File: src/rtl/lbist_ctrl.sv
// Logic BIST sequencer: reseeds the TPG, shifts/captures N_PATTERNS patterns,
// unloads the last response into the MISR and compares it to GOLDEN_SIG.
// Ports: clk, rst (sync, high), start, misr_sig in; LFSR/scan/MISR controls,
// busy, done, pass and pattern_cnt out.
module lbist_ctrl #(
  parameter int N_SHIFT = 20,
  parameter int N_PATTERNS = 1024,
  parameter int SIG_W = 32,
  parameter logic [SIG_W-1:0] GOLDEN_SIG = '0
) (
  input  logic clk,
  input  logic rst,
  input  logic start,
  input  logic [SIG_W-1:0] misr_sig,
  output logic lfsr_rst,
  output logic lfsr_en,
  output logic scan_en,
  output logic capture,
  output logic misr_rst,
  output logic misr_en,
  output logic busy,
  output logic done,
  output logic pass,
  output logic [$clog2(N_PATTERNS+1)-1:0] pattern_cnt
);

  localparam int PC_W = $clog2(N_PATTERNS+1);
  localparam int SC_W = (N_SHIFT > 1) ? $clog2(N_SHIFT) : 1;
  localparam logic [SC_W-1:0] SC_LAST = SC_W'(N_SHIFT-1);
  localparam logic [PC_W-1:0] PC_MAX = PC_W'(N_PATTERNS);
  localparam logic [PC_W-1:0] PC_LAST = PC_W'(N_PATTERNS-1);

  typedef enum logic [2:0] {
    IDLE    = 3'd0,
    INIT    = 3'd1,
    SHIFT   = 3'd2,
    CAPTURE = 3'd3,
    UNLOAD  = 3'd4,
    COMPARE = 3'd5,
    DONE    = 3'd6
  } state_t;

  state_t state_q;
  state_t state_d;
  logic [SC_W-1:0] sc_q;
  logic [PC_W-1:0] pc_q;
  logic pass_q;
  logic sc_last;
  logic go;

  assign sc_last = (sc_q == SC_LAST);
  assign go = start &&
              (state_q == IDLE || state_q == DONE);

  always_comb begin
    state_d = state_q;
    case (state_q)
      IDLE:    if (start) state_d = INIT;
      DONE:    if (start) state_d = INIT;
      INIT:    state_d = SHIFT;
      SHIFT:   if (sc_last) state_d = CAPTURE;
      // pc_q still holds the pre-increment count here
      CAPTURE: state_d = (pc_q < PC_LAST) ? SHIFT
                                          : UNLOAD;
      UNLOAD:  if (sc_last) state_d = COMPARE;
      COMPARE: state_d = DONE;
      default: state_d = IDLE;
    endcase
  end

  always_ff @(posedge clk) begin
    if (rst) begin
      state_q <= IDLE;
      sc_q    <= '0;
      pc_q    <= '0;
      pass_q  <= 1'b0;
    end else begin
      state_q <= state_d;
      // restart on every state change, hold at the end value
      if (state_d != state_q) sc_q <= '0;
      else if (!sc_last) sc_q <= sc_q + 1'b1;
      if (go) pc_q <= '0;
      else if (state_q == CAPTURE && pc_q != PC_MAX)
        pc_q <= pc_q + 1'b1;
      if (go) pass_q <= 1'b0;
      else if (state_q == COMPARE)
        pass_q <= (misr_sig == GOLDEN_SIG);
    end
  end

  assign lfsr_rst = (state_q == INIT);
  assign misr_rst = (state_q == INIT);
  assign lfsr_en  = (state_q == SHIFT);
  assign scan_en  = (state_q == SHIFT) ||
                    (state_q == UNLOAD);
  assign capture  = (state_q == CAPTURE);
  // first load: chain holds unknown data
  assign misr_en  = (state_q == SHIFT && pc_q != '0) ||
                    (state_q == UNLOAD);
  assign busy     = (state_q == INIT)    ||
                    (state_q == SHIFT)   ||
                    (state_q == CAPTURE) ||
                    (state_q == UNLOAD)  ||
                    (state_q == COMPARE);
  assign done     = (state_q == DONE);
  assign pass     = pass_q;
  assign pattern_cnt = pc_q;

endmodule

File: config.mk
export PLATFORM = sky130hd
export DESIGN_NAME = lbist_ctrl
export DESIGN_NICKNAME = d
export VERILOG_FILES = /design/src/rtl/lbist_ctrl.sv
export SDC_FILE = /design/constraint.sdc
export NUM_CORES = 1
export LEC_CHECK = 0
export ABC_AREA = 1
export BUFFER_PORTS_ARGS = -buffer_cell sky130_fd_sc_hd__buf_2
export CELL_PAD_IN_SITES_DETAIL_PLACEMENT = 0
export CELL_PAD_IN_SITES_GLOBAL_PLACEMENT = 2
export CORE_ASPECT_RATIO = 2
export CORE_MARGIN = 8
export CORE_UTILIZATION = 26
export DETAILED_ROUTE_END_ITERATION = 12
export GPL_ROUTABILITY_DRIVEN = 0
export PLACE_DENSITY = 0.88
export SYNTH_ARGS = -nofsm -noshare
export SYNTH_HDL_FRONTEND = slang
export SYNTH_SLANG_ARGS = --single-unit
export TNS_END_PERCENT = 100
File: constraint.sdc
create_clock -name clk -period 3.8 [get_ports clk]
set_input_delay 0.19 -clock clk [delete_from_list [all_inputs] [get_ports clk]]
set_output_delay 0.19 -clock clk [all_outputs]
set_load 0.1 [all_outputs]
==> results.yml <==
outcome:
  status: "complete, no violations"
worst_setup_path:
  crit_path_cell_trace: "inv_1 -> ha_1 -> nand2_1 -> nor2_2 -> a21oi_1 -> nand2_1 -> a21oi_2"
  worst-path-buf-inv: 1
  worst_path_most_repeated_cell: "nand2_1"
  cp_max_fo: 11
  path_delay_family: "compound AO/OA/AOI/OAI gates"
  crit_slowest_cell: "a21oi_1"
  arrival_ps: 2180
  critPathCaptureType: "flip-flop"
  crit_type: "reg2reg"
  critPathMaxStageDelay_ps: 710
  cp-start-kind: "flip-flop"
  worstPathRequired_ps: 3990
synth:
  synth_commonest_cells: "nand2_1, nor2_1, dfxtp_1"
  avgSynthCellArea_um2: 6.41
  synthFlopType: "dfxtp_1"
  yosysTopAreaCellShare: 0.295
  async_flop_share: 0
  synth_area_um2: 1360
  yosys_warnings: 0
  synth.most_common_cell: "nand2_1"
  yosysSeqAreaShare: 0.295
  synth_edf_count: 0
  netlist_instances: 212
  yosysTopAreaCell: "dfxtp_1"
  synth_cell_types: 24
  synth_nets: 250
  ys_ff_latch: 20
  synthTopCellsByArea: "dfxtp_1, nand2_1, nor2_1"
floorplanning:
  io_pins: 55
  die-area_um2: 7940
  die_x_um: 67.1
  start_util: 0.267
  core_um2: 5090
  fp.dieH_um: 118
  rows: 37
route:
  drtPass1Iterations: 4
  drc: 0
  drt-total-wl_um: 3990
  drtIter0Drc: 75
  ant_nets: 0
  via_per_inst: 4.48
  vias: 1444
  post_drt_wl_per_cell_um: 12.4
grt:
  grt_pass1_wl_um: 6590
  grt_start_max_net_pins: 13
  overflow: 0
  antenna_found_initial: 0
  grt_pass1_vias: 1460
  track_usage: 0.104
clock_network:
  clock_path_buffers: 2
  ctsHoldBuffers: 0
  cts.repair.resized: 0
  h-tree-depth: 1
  cts.clk_slew.worst_paths_ps: 80
  cts_tree: "yes"
  cts_num_sinks: 20
  cts_root_buffer: "clkbuf_8"
  clk_latency_ps: 260
  post_cts_buffers: 0
  cts_made_buffers: 3
timing:
  hold_violations: 0
  max_slew.worst_pin.slew_ps: 924
  setup_viol: 0
  slew_headroom: 0.384
  clock.fmax_mhz: 504
  period_share: 0.522
  period_minus_slack_ps: 1980
  drv_slew: 0
  finClkSkew_ps: 2.32
  rsz0062_at_grt: "no"
  tns_ps: 0
placed_design:
  portBuffers: 54
  dpl_cell_area_um2: 1640
  hpwl_um: 3310
final_layout:
  multi_input_area_um2: 827
  drive_gt1_frac: 0.292
  antenna-diode-count: 0
  seq_area_um2: 400
  area_delta_synth_final_pct: 26.1
  fillCellCount: 605
  final_util: 0.336
  nNetsFinal: 303
  final_area_um2: 1710
pwr:
  powerDensity_nw_per_um2: 320
  leakage_nw: 0.788
  ir_drop_v: 0.000173
worst_hold_path:
  hp-class: "in2reg"
flow_run:
  maxCapViolations: 0
## metrics by stage
stage	power, mW	hold slack [ps]	setup WS (ps)	instances
4_1_cts	0.555	264	1780	322
2_1_floorplan	0.311	401	527	212
5_1_grt	0.571	287	1540	322
3_3_place_gp	0.338	463	1860	318
6_report	0.549	269	1820	322
3_5_place_dp	0.339	466	1760	318
## final timing paths
check                                                  from                          end  slack (ps)  cells after the start
worst min register to register            pass$_SDFFE_PP0P_            pass$_SDFFE_PP0P_         470                      2
worst min-delay path                                  start        state_q[2]$_SDFF_PP0_         270                      4
worst max register to register  pattern_cnt[0]$_SDFFE_PP0P_  pattern_cnt[6]$_SDFFE_PP0P_        1820                      7
worst max-delay path            pattern_cnt[0]$_SDFFE_PP0P_  pattern_cnt[6]$_SDFFE_PP0P_        1820                      7
## report_power, final
group	switching, mW	internal, mW
Combinational	0.0825	0.0299
Clock	0.0762	0.141
Sequential	0.00562	0.214
## cells in the final DEF (no fill, tap or decap), types with 2 or more instances in the layout
cell      instances
ha_1              3
a21oi_1           4
o21ai_0           5
xor2_1            7
inv_1            16
nand2_1          61
dfxtp_1          20
buf_2            54
nor2_1           45
nand3b_1          4
nor2_2            4
nand4_1           5
inv_2             3
nor3_1            3
a21oi_2          10
clkbuf_8          3
o21ai_1           2
nand3_1           8
## logic make-up (layout without fill, tap and decap cells)
kind of cell,after synthesis,count (layout),share of synthesized area
DFF,20,20,0.295
AOI/OAI and AO/OA,24,24,0.121
adders and majority gates,3,3,0.0276
and+or+nand+nor,133,133,0.415
xor gates and xnor gates,7,7,0.0451
buffers and inverters,25,77,0.0967
## state kept, by name (all words and copies together) (netlist names)
name	flops
state_q	3
sc_q	5
pass	1
pattern_cnt	11
## routing by layer
layer | up-vias | global-route usage | share of wire
met5 | - | 0 | 0
li1 | 775 | - | -
met4 | 0 | 0.0408 | 0.017
met3 | 6 | 0.0199 | 0.042
met1 | 640 | 0.101 | 0.38
met2 | 23 | 0.197 | 0.56
## area by class of cell
type,instances,share of cell area
sequential,20,0.234
timing repair buffer,54,0.158
clock buffer,3,0.0241
inverter,19,0.0416
clock inverter,1,0.0175
tap,58,0.0424
multi-input combinational,167,0.483
## worst register-to-register path: stages (launching register included)
cell and delay (ps):
dfxtp_1 450, inv_1 120, ha_1 200, nand2_1 80, nor2_2 50, a21oi_1 710, nand2_1 150, a21oi_2 160
Power figures use the tool's default switching activity.
